`src/rtl/seq_det_param.sv`:
```
// Serial MSB-first pattern detector with a KMP next-state table built at elaboration.
// Mealy match flag, run-time overlap/non-overlap restart, saturating match counter.
module seq_det_param #(
    parameter int              LEN     = 5,
    parameter logic [LEN-1:0]  PATTERN = 5'b10110,
    parameter int              CNT_W   = 8
) (
    input  logic             clk,
    input  logic             rst,
    input  logic             en,
    input  logic             s,
    input  logic             ovl,
    input  logic             clr,
    output logic             n,
    output logic [CNT_W-1:0] match_cnt
);

    localparam int K_W = $clog2(LEN);

    generate
        if (LEN < 2 || LEN > 32) begin : g_bad_len
            $error("seq_det_param: LEN must be in 2..32");
        end
        if (CNT_W < 1 || CNT_W > 32) begin : g_bad_cnt
            $error("seq_det_param: CNT_W must be in 1..32");
        end
    endgenerate

    // Longest proper pattern prefix that is a suffix of (first k pattern bits, then sb).
    // With k = LEN-1 and sb equal to the last pattern bit this yields f(LEN).
    function automatic int kmp_next(input int k, input logic sb);
        int   best;
        int   idx;
        logic ok;
        logic b;
        best = 0;
        for (int l = 1; l < LEN; l++) begin
            if (l <= k + 1) begin
                ok = 1'b1;
                for (int i = 0; i < l; i++) begin
                    idx = k + 1 - l + i;
                    b   = (idx == k) ? sb : PATTERN[LEN-1-idx];
                    if (b != PATTERN[LEN-1-i]) begin
                        ok = 1'b0;
                    end
                end
                if (ok) begin
                    best = l;
                end
            end
        end
        return best;
    endfunction

    localparam logic [K_W-1:0] K_LAST = K_W'(LEN - 1);
    localparam logic [K_W-1:0] F_LEN  = K_W'(kmp_next(LEN - 1, PATTERN[0]));

    logic [K_W-1:0] next0_tbl [LEN];
    logic [K_W-1:0] next1_tbl [LEN];
    logic [LEN-1:0] exp_bits;

    genvar gi;
    generate
        for (gi = 0; gi < LEN; gi++) begin : g_tbl
            localparam int T0 = kmp_next(gi, 1'b0);
            localparam int T1 = kmp_next(gi, 1'b1);
            assign next0_tbl[gi] = K_W'(T0);
            assign next1_tbl[gi] = K_W'(T1);
            assign exp_bits[gi]  = PATTERN[LEN-1-gi];
        end
    endgenerate

    logic [K_W-1:0]   k_reg;
    logic [K_W-1:0]   k_next;
    logic [CNT_W-1:0] cnt_reg;
    logic [CNT_W-1:0] cnt_next;
    logic             k_valid;
    logic             hit;

    assign k_valid = (32'(k_reg) < 32'(LEN));

    always_comb begin
        k_next   = k_reg;
        cnt_next = cnt_reg;
        hit      = 1'b0;
        if (clr) begin
            k_next   = '0;
            cnt_next = '0;
        end else if (!k_valid) begin
            k_next = '0;
        end else if (en) begin
            if (s == exp_bits[k_reg] && k_reg == K_LAST) begin
                hit    = 1'b1;
                k_next = ovl ? F_LEN : '0;
                if (cnt_reg != {CNT_W{1'b1}}) begin
                    cnt_next = cnt_reg + 1'b1;
                end
            end else begin
                k_next = s ? next1_tbl[k_reg] : next0_tbl[k_reg];
            end
        end
    end

    always_ff @(posedge clk or negedge rst) begin
        if (!rst) begin
            k_reg   <= '0;
            cnt_reg <= '0;
        end else begin
            k_reg   <= k_next;
            cnt_reg <= cnt_next;
        end
    end

    // The flag must drop the moment reset asserts, before the state register clears.
    assign n         = hit & rst;
    assign match_cnt = cnt_reg;

endmodule

```
`config.mk`:
```
export PLATFORM = sky130hd
export DESIGN_NAME = seq_det_param
export DESIGN_NICKNAME = d
export VERILOG_FILES = /design/src/rtl/seq_det_param.sv
export SDC_FILE = /design/constraint.sdc
export NUM_CORES = 1
export LEC_CHECK = 0
export ABC_CLOCK_PERIOD_IN_PS = 2000
export CAP_MARGIN = 20
export CORE_MARGIN = 2
export CORE_UTILIZATION = 48
export DETAILED_ROUTE_END_ITERATION = 6
export PLACE_DENSITY = 0.76
export SLEW_MARGIN = 10
export SYNTH_ARGS = -nofsm -noshare
export SYNTH_HDL_FRONTEND = slang
export SYNTH_SLANG_ARGS = --single-unit
```
`constraint.sdc`:
```
create_clock -name clk -period 2 [get_ports clk]
set_input_delay 0.4 -clock clk [delete_from_list [all_inputs] [get_ports clk]]
set_output_delay 0.4 -clock clk [all_outputs]
set_load 0.005 [all_outputs]
```
# Word level (Yosys, flattened, before mapping)
# Memory sizes are Yosys's and may differ from the RTL's.
# Index checks and enable logic that the tools add are counted.
[totals]
reg_bits = 11
mem_bits_ro = 56
in_bits = 6
output_inout_bits = 9
word_cells = 41
mem_count = 3
[memory_table]
columns = ["memory", "words", "width", "rd", "rd_ports_with_merged_regs", "write_ports", "line", "rtl"]
rows = [
  ["(name not given)", 8, 3, 1, 0, 0, "99", "k_next = s ? next1_tbl[k_reg] : next0_tbl[k_reg];"],
  ["(name not given)", 8, 3, 1, 0, 0, "99", ""],
  ["(name not given)", 8, 1, 1, 0, 0, "92", "if (s == exp_bits[k_reg] && k_reg == K_LAST) begin"],
]
[op_classes]
addsub = 1
n_lt_le_gt_ge = 3
n_eq_ne = 4
muxes = 20
n_bitwise = 2
reduce_logical = 6
[op_table]
columns = ["cell", "count"]
rows = [
  ["8-bit two-way mux", 5],
  ["3-bit two-way mux", 9],
  ["8-bit by 1-bit adder with 8-bit output, second input constant", 1],
  ["8-bit != test, second input constant", 1],
  ["2-bit nonzero test", 4],
  ["1-bit two-way mux", 5],
  ["4-bit greater-or-equal comparator, second input constant", 1],
  ["3-bit by 4-bit less-than comparator with 1-bit output, second input constant", 1],
  ["3-bit inverter with 4-bit output", 1],
  ["4-bit AND reduction", 1],
  ["3-bit equality test, second input constant", 1],
  ["3-bit less-than comparator, second input constant", 1],
  ["3-bit != test, second input constant", 1],
  ["2-bit two-way mux", 1],
  ["1-bit AND", 1],
  ["1-bit equality test", 1],
  ["1-bit logical AND", 1],
]

# Depth between registers and ports, before layout
# Gate-level depths: netlist of run 1.
[logic_depth]
word_depth = 9
depth_mapped = 5
ltp_nobuf = 5

# Worst setup path before layout of run 1
# OpenSTA, ideal clock, no wires.
[synth_path]
path_kind = "reg2reg"
from = "reg k_reg[0]"
to = "reg cnt_reg[5] (netlist: match_cnt[5])"
setup_ps = 136
t_arrival_ps = 1515
t_required_ps = 1864
slack_ps = 349
path_stages_with_launch = 5
n_path_buf = 0
synth_period_minus_slack_ps = 1651
cell_sequence = "dfrtp_1 or3b_4 or3_4 o31ai_4 a21oi_2"
[synth_between]
elab_chain_len = 6
elab_cells_between_ends = 9
classes_between = "1 x order compare; 2 x eq/ne; 1 x mux; 4 x reduce/logical; 1 x memory"
[synth_lines]
columns = ["item", "line", "rtl"]
rows = [
  ["start, declared", "73", "logic [K_W-1:0] k_reg;"],
  ["start signal, assigned", "109", "k_reg <= k_next;"],
  ["memory 8 x 1 bit", "n/a", ""],
  ["1-bit two-way mux (not written as such)", "92", ""],
  ["1-bit equality test", "92", ""],
  ["1-bit logical AND", "92", ""],
  ["2-bit nonzero test (no source line)", "n/a", ""],
  ["4-bit AND reduction (no source line) (*)", "n/a", ""],
  ["end signal, assigned", "110", "cnt_reg <= cnt_next;"],
  ["end, declared", "75", "logic [CNT_W-1:0] cnt_reg;"],
]
# Mark *: on every way between the ends. The rest lies on a longest branch, timed or not. The select of a mux whose other input is x is not followed.
# A chain may end at the register's enable or synchronous reset.

# Worst setup path in the final report of run 1
[layout_path]
from = "in en"
to = "out n"
[layout_between]
elab_chain_len = 4
[layout_lines]
columns = ["item", "line", "rtl"]
rows = [
  ["start, declared", "10", "input logic en,"],
  ["1-bit two-way mux", "91", "end else if (en) begin"],
  ["1-bit two-way mux", "89", "end else if (!k_valid) begin"],
  ["1-bit two-way mux", "86", "if (clr) begin"],
  ["1-bit AND", "115", "assign n = hit & rst;"],
  ["end, declared", "14", "output logic n,"],
]
# Every way passes these cells.

==> results of run 1 <==
final cells by class:
type                    count  area (um2)  area share, %
clock buffers               4        26.3           2.79
inverters                   2        7.51          0.797
repair buffers             23         208           22.0
well taps                  15        18.8           1.99
multi-input cells          55         407           43.2
flip-flops and latches     11         275           29.2
worst paths after layout:
path,start,cells after the start,to
setup / recovery,en,5,n
hold / removal,rst,2,match_cnt[6]
setup reg to reg,k_reg[0],5,match_cnt[5]
hold reg to reg,match_cnt[1],2,match_cnt[1]
max in group asynchronous,rst,2,k_reg[0]
min in group clk,match_cnt[1],2,match_cnt[1]
synth_stat cells:
master	n	area, um2
a21oi_1	6	30.0
dfrtp_1	11	275
xor2_1	1	8.76
inv_1	1	3.75
or3b_4	1	11.3
nor4_2	2	25.0
nor3_1	1	5.00
or3_4	1	11.3
mux2i_1	1	10.0
and3_1	1	6.26
nand3_1	2	10.0
nand2_1	3	11.3
a2bb2oi_1	1	8.76
a311oi_1	1	8.76
ha_1	1	12.5
o211ai_1	2	15.0
o21ai_0	2	10.0
nor3b_1	1	7.51
nand4_1	1	6.26
nor3b_2	1	12.5
nor3_2	1	10.0
nand2b_1	2	12.5
or4_1	1	7.51
nor2b_1	3	18.8
a211oi_2	1	12.5
a21oi_2	1	8.76
a21boi_0	1	7.51
clkbuf_1	1	3.75
xnor2_1	1	8.76
a41oi_1	1	8.76
clkinv_1	1	3.75
nand3b_1	1	7.51
nor2_1	9	33.8
and4_1	2	17.5
o41ai_1	1	8.76
o31ai_4	1	21.3
per-stage QoR:
step / power, mW / cells
final: 0.427 / 110
after global routing: 0.445 / 110
after CTS: 0.429 / 110
after detailed placement: 0.274 / 106
after global placement: 0.273 / 106
after floorplan: 0.243 / 69
cells by family (layout without fill, tap and decap cells):
family	count (synthesis)	after routing
compound gates	18	18
fa+ha+maj	1	1
mux	1	1
buf+inv	3	29
xor+xnor	2	2
flops	11	11
simple gates	33	33
worst reg2reg max path: stages, from the launching register on:
cell	delay, ns
dfrtp_1	0.39
buf_4	0.16
or3b_4	0.43
or3_4	0.44
o31ai_4	0.18
a21oi_2	0.07
layout by cell type (no fill, tap or decap), types with 2 or more instances in the layout:
master / count
clkdlybuf4s50_1: 13
dfrtp_1: 11
nor2_1: 9
buf_4: 9
a21oi_1: 6
nand2_1: 3
clkbuf_4: 3
nor3b_2: 2
nand3_1: 2
o211ai_1: 2
nand2b_1: 2
nor2b_1: 2
o21ai_0: 2
nor4_2: 2
and4_1: 2
per-layer routing:
layer  routed length [um]  up-vias  GRT usage, %
met5                    0        -             0
met1                  757      304          27.8
met3                   71        2          4.35
li1                     -      312             -
met4                   21        0          12.3
met2                  726       19          29.1
power groups by stage:
| stage | Sequential [mW] | Combinational [mW] | Clock (mW) |
|---|---|---|---|
| 2_1_floorplan | 0.230 | 0.0127 | 0 |
| 3_3_place_gp | 0.229 | 0.0434 | 0 |
| 3_5_place_dp | 0.229 | 0.0442 | 0 |
| 4_1_cts | 0.225 | 0.0448 | 0.159 |
| 5_1_grt | 0.225 | 0.0512 | 0.169 |
| 6_report | 0.225 | 0.0467 | 0.155 |
timing repair:
item	CTS	global route
endpoints found under the setup margin	1	1
buffers inserted	0	0
gates resized for setup	2	3
==> results.toml, run 1 <==
[pwr]
switching_share_pct = 23.9
p_seq_share_pct = 52.7
worst_ir_drop_vdd_v = 0.000330
p_leak_nw = 0.375
internal_power_mw = 0.325
p_switching_mw = 0.102
power_density_nw_per_um2 = 454
p_clk_share_pct = 36.4
combPwrFrac_pct = 10.9

[timing]
setup_viol = 0
fin_skew_ns = 0.00235
finalMaxSlewViolations = 0
max_freq_mhz = 522
rsz0062_at_grt = "false"
tns_ns = 0
period_share_pct = 95.8
slew_headroom_pct = 76.4
tightestPinTransition_ns = 0.352
fin_hold_ws_ns = 0.453
setup_slack_ns = 0.0844
min_period_ns = 1.92
hold_violations = 0

[worst_setup_path]
critPathArrivalTime_ns = 1.52
setup.worst_path.class = "in -> out"
cp_top_family = "buffers and inverters"
crit_buf_inv = 2
cpPeakStageDelay_ns = 0.49
cp_max_fo = 2
slowest_stage = "clkdlybuf4s50_1"
start_kind = "input port"
critPathCaptureType = "output pin"
critical_path_required_ns = 1.60
r2r_setup_slack_ns = 0.22
crit_chain = "clkdlybuf4s50_1, nor2b_4, nand2_1, nor3b_2, clkdlybuf4s15_1"

[global_route]
grt_overflow = 0
first_global_vias = 589
grt_antenna_before_repair = 0
grt_max_degree = 12
track_usage_pct = 20.3
grt_pass1_wl_um = 2640

[clock_network]
cts-buffers-inserted = 3
root_buffer = "clkbuf_4"
clk_latency_ns = 0.27
htreeDepth = 1
cts_tree = "done"
cts_hold_buf = 0
cts_buffer_depth = 2
clkSinkCount = 11
path_clk_slew_ns = 0.07

[place]
routabilityCongestion = 0.752
portBuffers = 14
place_ws_ns = -0.246
postPlaceCellArea_um2 = 903
dpl.hpwl_um = 1150

[synth]
ys_ff_latch = 11
yosys.area_share.simple_pct = 31.4
synth_compound_area_share_pct = 20.6
synthXorXnorAreaFrac_pct = 2.57
synth_area_per_cell_um2 = 9.86
synth_top_family_by_area = "simple AND/OR/NAND/NOR gates"
yosysWarnings = 0
muxShareOfSynthArea_pct = 1.47
synth-adder-area-share_pct = 1.84
netlist_area_um2 = 681
yosysSeqAreaShare_pct = 40.4
syn_inst = 69
synthesis.nets = 76
synth_cell_type_count = 36

[layout]
num_antenna_cells = 0
final_util_pct = 71.5
design_area_um2 = 942
fillers = 109
largest_reg_flops = 8
area_delta_synth_final_pct = 38.4
drive_above_1_share_pct = 24.2
final_nets = 103

[hold_path]
hp-class = "in -> async"

[floorplan]
rows = 13
initial_core_util_pct = 51.7
die_h_um = 41.7
die-area_um2 = 1740
core_area_um2 = 1320
die_w_um = 41.7
num_io_pins = 15

[drt]
drt_iter0_drc = 6
routed_wl_um = 1580
ant_nets = 0
avgRoutedWirePerCell_um = 14.3
via_per_inst = 5.79
vias = 637
drtPass1Iterations = 4
drc = 0

[outcome]
outcome = "completed"

[job]
maxCapViolCount = 0
No activity file was read; power rests on OpenSTA's default activity.
==> run 2, diff against run 1 <==
- HOLD_SLACK_MARGIN: not set -> 0.1
==> results of run 2 <==
The final DEF is identical to that of run 1; final timing and power are the same.
